## config.mk

```make
export PLATFORM = sky130hd
export DESIGN_NAME = alu_op_seq
export DESIGN_NICKNAME = d
export VERILOG_FILES = /design/src/rtl/alu_pkg.sv /design/src/rtl/alu_flag_gen.sv /design/src/rtl/alu_op_seq.sv
export SDC_FILE = /design/constraint.sdc
export NUM_CORES = 1
export LEC_CHECK = 0
export BUFFER_PORTS_ARGS = -buffer_cell sky130_fd_sc_hd__clkbuf_2
export CAP_MARGIN = 15
export CORE_ASPECT_RATIO = 0.8
export CORE_MARGIN = 5
export CORE_UTILIZATION = 52
export CTS_CLUSTER_SIZE = 8
export DETAILED_ROUTE_END_ITERATION = 10
export PLACE_DENSITY_LB_ADDON = 0.25
export SETUP_SLACK_MARGIN = 0.2
export SLEW_MARGIN = 30
export SYNTH_ARGS = -nofsm -noshare
export SYNTH_HDL_FRONTEND = slang
export SYNTH_SLANG_ARGS = --single-unit
```

## constraint.sdc

```tcl
create_clock -name clk -period 3.4 [get_ports clk]
set_input_delay 0.34 -clock clk [delete_from_list [all_inputs] [get_ports clk]]
set_output_delay 0.34 -clock clk [all_outputs]
set_load 0.02 [all_outputs]
```

## src/rtl/alu_pkg.sv

```systemverilog
// rtl/alu_pkg.sv - opcode map, opcode count and sequencer state encoding
package alu_pkg;

  localparam int NUM_OPS = 13;

  localparam logic [3:0] OP_ADD  = 4'd0;
  localparam logic [3:0] OP_SUB  = 4'd1;
  localparam logic [3:0] OP_SHL  = 4'd2;
  localparam logic [3:0] OP_SHR  = 4'd3;
  localparam logic [3:0] OP_CMP  = 4'd4;
  localparam logic [3:0] OP_AND  = 4'd5;
  localparam logic [3:0] OP_OR   = 4'd6;
  localparam logic [3:0] OP_XOR  = 4'd7;
  localparam logic [3:0] OP_NAND = 4'd8;
  localparam logic [3:0] OP_NOR  = 4'd9;
  localparam logic [3:0] OP_XNOR = 4'd10;
  localparam logic [3:0] OP_INV  = 4'd11;
  localparam logic [3:0] OP_NEG  = 4'd12;

  typedef enum logic [1:0] {
    ST_IDLE  = 2'd0,
    ST_ISSUE = 2'd1,
    ST_HOLD  = 2'd2
  } alu_state_e;

endpackage

```

## src/rtl/alu_flag_gen.sv

```systemverilog
// rtl/alu_flag_gen.sv - zero and negative flags derived from the captured result
module alu_flag_gen #(
  parameter int DATA_W = 8
) (
  input  logic [DATA_W-1:0] i_data,
  output logic              o_zero,
  output logic              o_neg
);

  assign o_zero = (i_data == '0);
  assign o_neg  = i_data[DATA_W-1];

endmodule

```

## src/rtl/alu_op_seq.sv

```systemverilog
// rtl/alu_op_seq.sv - request sequencer driving an external result mux and holding its result
module alu_op_seq #(
  parameter int DATA_W  = 8,
  parameter int OP_W    = 4,
  parameter int NUM_OPS = alu_pkg::NUM_OPS
) (
  input  logic              clk,
  input  logic              reset,
  input  logic              in_valid,
  output logic              in_ready,
  input  logic [OP_W-1:0]   in_opcode,
  input  logic [DATA_W-1:0] in_a,
  input  logic [DATA_W-1:0] in_b,
  input  logic              in_chain,
  output logic [DATA_W-1:0] op_a,
  output logic [DATA_W-1:0] op_b,
  output logic [OP_W-1:0]   sel,
  output logic              enable,
  input  logic [DATA_W-1:0] mux_out,
  output logic              res_valid,
  input  logic              res_ready,
  output logic [DATA_W-1:0] res_data,
  output logic              res_zero,
  output logic              res_neg,
  output logic              res_err,
  output logic [7:0]        op_count
);

  import alu_pkg::*;

  alu_state_e        r_state;
  logic [OP_W-1:0]   r_sel;
  logic [DATA_W-1:0] r_op_a;
  logic [DATA_W-1:0] r_op_b;
  logic              r_enable;
  logic              r_res_valid;
  logic [DATA_W-1:0] r_res_data;
  logic              r_res_err;
  logic [DATA_W-1:0] r_last_res;
  logic [7:0]        r_op_count;
  logic              w_legal;

  assign w_legal = (32'(in_opcode) < 32'(NUM_OPS));

  // Illegal opcodes skip ISSUE entirely so the mux is never enabled for them.
  always_ff @(posedge clk) begin
    if (reset) begin
      r_state     <= ST_IDLE;
      r_sel       <= '0;
      r_op_a      <= '0;
      r_op_b      <= '0;
      r_enable    <= 1'b0;
      r_res_valid <= 1'b0;
      r_res_data  <= '0;
      r_res_err   <= 1'b0;
      r_last_res  <= '0;
      r_op_count  <= 8'd0;
    end else begin
      case (r_state)
        ST_IDLE: begin
          if (in_valid) begin
            r_sel      <= in_opcode;
            r_op_b     <= in_b;
            r_op_a     <= in_chain ? r_last_res : in_a;
            r_op_count <= r_op_count + 8'd1;
            if (w_legal) begin
              r_enable <= 1'b1;
              r_state  <= ST_ISSUE;
            end else begin
              r_res_data  <= '0;
              r_res_err   <= 1'b1;
              r_res_valid <= 1'b1;
              r_state     <= ST_HOLD;
            end
          end
        end
        ST_ISSUE: begin
          r_enable    <= 1'b0;
          r_res_data  <= mux_out;
          r_res_err   <= 1'b0;
          r_last_res  <= mux_out;
          r_res_valid <= 1'b1;
          r_state     <= ST_HOLD;
        end
        ST_HOLD: begin
          if (res_ready) begin
            r_res_valid <= 1'b0;
            r_state     <= ST_IDLE;
          end
        end
        default: begin
          r_enable    <= 1'b0;
          r_res_valid <= 1'b0;
          r_state     <= ST_IDLE;
        end
      endcase
    end
  end

  assign in_ready  = (r_state == ST_IDLE);
  assign op_a      = r_op_a;
  assign op_b      = r_op_b;
  assign sel       = r_sel;
  assign enable    = r_enable;
  assign res_valid = r_res_valid;
  assign res_data  = r_res_data;
  assign res_err   = r_res_err;
  assign op_count  = r_op_count;

  alu_flag_gen #(
    .DATA_W (DATA_W)
  ) u_flag_gen (
    .i_data (r_res_data),
    .o_zero (res_zero),
    .o_neg  (res_neg)
  );

endmodule

```

======== After elaboration in Yosys (flattened, before gate mapping) ========
Cells that the tools add are included.
cells by class
  $add $sub $neg .......................... 1
  magnitude comparators ................... 1
  equal/unequal tests ..................... 6
  multiplexer cells ....................... 16
  bitwise operators ....................... 1
  reductions and logical operators ........ 8
operator list
  kind                 number
  $mux 8               3
  $pmux 8 s2           1
  $reduce_and 3->1     3
  $add 8x1->8 const B  1
  $logic_not 8->1      1
  $mux 2               3
  $ne 2x2->1 const B   3
  $pmux 2 s3           1
  $mux 1               5
  $lt 4x4->1 const B   1
  $pmux 1 s2           2
  $reduce_and 2->1     2
  $pmux 1 s3           1
  $eq 2x1->1 const B   1
  $eq 2x2->1 const B   1
  $logic_not 2->1      1
  $ne 2x1->1 const B   1
  $reduce_bool 2->1    1
  $not 1->1            1
word-level totals
  flip-flop bits (word level) ............. 49
  input port bits ......................... 33
  output and inout bits ................... 42
  logic and storage cells ................. 43

======== Depth between registers and ports, before layout ========
  depth in word-level cells ............... 4
  depth in mapped cells ................... 6
  depth with buffers taken out ............ 4

======== Hierarchy ========
A second synthesis with hierarchy kept.
unflattened totals
  cell total of the unflattened synthesis .. 223
  area, all modules ....................... 1931.9 µm²
by module, submodules not included
  module        instances  cells an instance  area an instance (µm²)  sequential area each (µm²)
  alu_op_seq    1          219                1905.6                  980.9
  alu_flag_gen  1          4                  26.3                    0.0

======== Worst setup path after synthesis ========
OpenSTA, ideal clock, no wires.
  kind .................................... reg-to-reg
  start point ............................. register r_state[0]
  end point ............................... register r_op_count[6] (netlist: op_count[6])
  setup time .............................. 121 ps
  arrival time ............................ 1458 ps
  data required time ...................... 3279 ps
  setup slack ............................. 1821 ps
  cell stages (with the launch flop) ...... 5
  buffers on the path ..................... 1
  period minus slack after synthesis ...... 1579 ps
  cell sequence ........................... dfxtp_1 -> buf_2 -> or3b_4 -> or3_1 -> mux2_4
between the ends
  cells in the longest elaborated chain, start to end .. 2
ends and longest elaborated chain
  item                        RTL line          text
  start: declaration          alu_op_seq.sv:31  alu_state_e r_state;
  start signal: assignment    alu_op_seq.sv:48  r_state <= ST_IDLE;
  start signal: assignment    alu_op_seq.sv:68  r_state <= ST_ISSUE;
  start signal: assignment    alu_op_seq.sv:73  r_state <= ST_HOLD;
  $logic_not 2->1             alu_op_seq.sv:59  case (r_state)
  $reduce_and 2->1 (no line)  n/a
  end signal: assignment      alu_op_seq.sv:65  r_op_count <= r_op_count + 8'd1;
  end: declaration            alu_op_seq.sv:40  logic [7:0] r_op_count;
No other way between the ends.
A chain may end at the register's enable or synchronous reset.

======== Worst setup path after layout ========
  start point ............................. register r_state[1]
  end point ............................... output in_ready
between the ends
  cells in the longest elaborated chain, start to end .. 1
ends and longest elaborated chain
  item              RTL line           text
  $logic_not 2->1   alu_op_seq.sv:100  assign in_ready = (r_state == ST_IDLE);
  end: declaration  alu_op_seq.sv:10   output logic in_ready,
No other way between the ends.

==> results.py <==
metrics = {
    "status": {
        "status": "complete, no violations",
    },
    "placed_design": {
        "dp_cells": 333,
        "place.gp.congestion": 0.770,
        "io_buffers": 74,
        "dpl.hpwl_mm": 3.49,
        "place_area_um2": 2370,
    },
    "drt": {
        "drt_iter0_markers": 119,
        "wire_per_inst_um": 14.3,
        "routed_via_density": 5.50,
        "drc": 0,
        "vias": 1877,
        "wl_mm": 4.87,
        "ant_nets": 0,
        "firstDrtPassIters": 4,
    },
    "timing": {
        "min_period_ns": 2.05,
        "final_max_slew_viol_count": 0,
        "max_freq_mhz": 488,
        "fin_skew_ns": 0.00731,
        "hold_viol": 0,
        "fin_crit_sh": 0.602,
        "setup_tns_ns": 0,
        "relSlewSlack": 0.420,
        "setup_viol": 0,
        "rsz0062_at_grt": "false",
        "worstMarginPinSlew_ns": 0.870,
    },
    "floorplan": {
        "fp.dieH_um": 65.6,
        "start_util": 0.535,
        "coreArea_um2": 3750,
        "die_w_um": 79.5,
        "rows": 20,
        "dieArea_um2": 5210,
        "ioPinCount": 75,
    },
    "setup_path": {
        "critPathLaunchType": "flop",
        "cp.required_ns": 3.06,
        "path_class": "reg -> out",
        "path_max_fanout": 12,
        "arrival_ns": 1.71,
        "endpoint_kind": "output port",
        "path_cells": "nor2_1 -> clkbuf_2",
        "slowest_stage": "nor2_1",
        "slowest_delay_ns": 0.69,
    },
    "final_layout": {
        "drive_gt1_frac": 0.306,
        "areaGrowthSynthToFinish_pct": 24.6,
        "fin_area_um2": 2500,
        "fin_nets": 330,
        "antenna_cells": 0,
        "seq_area_um2": 981,
        "fillers": 352,
        "fin_cells": 341,
        "multiInputGateArea_um2": 926,
    },
    "grt": {
        "grt_pass1_vias": 1718,
        "use_met3": 0.0438,
        "antenna_found_initial": 0,
        "busiest_layer": "met2",
        "use_met1": 0.245,
        "use_met2": 0.313,
        "grt_pass1_wl_mm": 7.96,
        "grt_overflow": 0,
        "grt_max_degree": 50,
        "grt.total_usage": 0.194,
    },
    "cts": {
        "clk_pin_slew_ns": 0.09,
        "clock_sinks": 49,
        "cts_setup_buffers": 0,
        "htree_levels": 2,
        "clock_latency_ns": 0.31,
        "cts_tree": "built",
        "cts_resized": 0,
        "clockBufferDepth": 2,
        "root_buffer": "clkbuf_8",
        "cts_hold_buf": 0,
        "cts_buffers": 5,
    },
    "logic_synthesis": {
        "synth_area_leaders": "dfxtp_1, a21oi_1, nand2_1",
        "synthDistinctLibCells": 36,
        "async_reset_ff_frac": 0,
        "yosysTopAreaCell": "dfxtp_1",
        "syn_area_um2": 2010,
        "seq_area_frac_synth": 0.489,
        "synth_ff_type": "dfxtp_1",
        "ys_ff_latch": 49,
        "synth_edf_count": 0,
        "postSynthCellCount": 232,
        "yosysWarnings": 0,
        "synth.avg_cell_area_um2": 8.65,
        "syn_nets": 266,
        "yosysTopAreaCellShare": 0.489,
    },
    "run": {
        "maxCapViolCount": 0,
    },
    "hold_path": {
        "hold_path_class": "in -> reg",
    },
    "pwr": {
        "power_leakage_uw": 0.00111,
        "ir_worst_vdd_mv": 0.390,
        "power_density_nw_per_um2": 578,
    },
}
critical path, delay by kind of cell, from the launching register on:
kind | cells | cell delay (ns)
simple gates | 1 | 0.69
flops | 1 | 0.41
buf+inv | 1 | 0.30
metrics by stage:
| step | util | power, µW | setup WS [ns] | hold WS, ns |
|---|---|---|---|---|
| 2_1_floorplan | - | 874 | 1.82 | 0.436 |
| 3_3_place_gp | 0.628 | 963 | 1.57 | 0.442 |
| 3_5_place_dp | 0.630 | 970 | 1.61 | 0.446 |
| 4_1_cts | 0.666 | 1450 | 1.38 | 0.237 |
| 5_1_grt | 0.666 | 1510 | 1.25 | 0.248 |
| 6_report | 0.666 | 1440 | 1.35 | 0.237 |
where the power goes:
group | internal, µW | leakage (µW) | switching (µW) | total [µW]
clock network | 292 | 0.0000681 | 197 | 489
logic | 110 | 0.000640 | 188 | 298
registers | 621 | 0.000401 | 35.5 | 657
total | 1020 | 0.00111 | 421 | 1440
registers in the layout, summed over array words and instances (netlist names):
name and count:
r_state 2, res_valid 1, r_last_res 8, op_b 8, enable 1, sel 4, op_count 8, op_a 8
res_err 1, res_data 8
layer usage:
metal  part of all wire  up-vias
li1                   -      946
met1               0.47      879
met2               0.46       44
met3              0.048        8
met4              0.019        0
met5                  0        -
kinds of logic (layout without fill, tap and decap cells):
group | count (synthesis) | after routing | synth area share
xor gates and xnor gates | 1 | 1 | 0.00436
adders and majority gates | 1 | 1 | 0.00623
buffers and inverters | 23 | 88 | 0.0524
and+or+nand+nor | 85 | 85 | 0.193
muxes | 11 | 11 | 0.0586
AOI/OAI and AO/OA | 62 | 62 | 0.197
DFF | 49 | 49 | 0.489
layout make-up:
| cell class | count | area share |
|---|---|---|
| multi-input combinational | 160 | 0.370 |
| sequential | 49 | 0.392 |
| clock buffer | 5 | 0.0275 |
| inverter | 3 | 0.00450 |
| timing repair buffer | 77 | 0.157 |
| tap | 44 | 0.0220 |
| clock inverter | 3 | 0.0260 |
layout by cell type, fill, tap and decap left out, types with 3 or more instances in the layout:
master / n
nand4_1: 3
dfxtp_1: 49
or4_1: 4
or3_1: 3
buf_4: 3
nor3_1: 9
clkbuf_8: 5
a221oi_1: 8
a211oi_1: 8
mux2i_1: 8
clkbuf_2: 73
a21oi_1: 34
nor2b_1: 3
nand2_1: 44
inv_1: 3
nor2_1: 14
final timing paths:
kind	startpoint	end	slack, ns	depth (start not counted)
hold reg to reg	op_b[4]$_SDFFE_PP0P_	op_b[4]$_SDFFE_PP0P_	0.46	2
setup reg to reg	r_state[1]$_SDFFE_PP0P_	op_count[6]$_SDFFE_PP0P_	1.63	3
setup / recovery	r_state[1]$_SDFFE_PP0P_	in_ready	1.35	2
hold / removal	in_b[4]	op_b[4]$_SDFFE_PP0P_	0.24	3
synthesized netlist by cell type (3+ instances only):
cell / instances
dfxtp_1: 49
nand2_1: 44
a21oi_1: 34
nor2_1: 14
clkbuf_1: 11
nor3_1: 9
a211oi_1: 8
a221oi_1: 8
mux2i_1: 8
or4_1: 4
buf_1: 3
buf_2: 3
inv_1: 3
nand4_1: 3
nor2b_1: 3
or3_1: 3
Power figures use the tool's default switching activity.
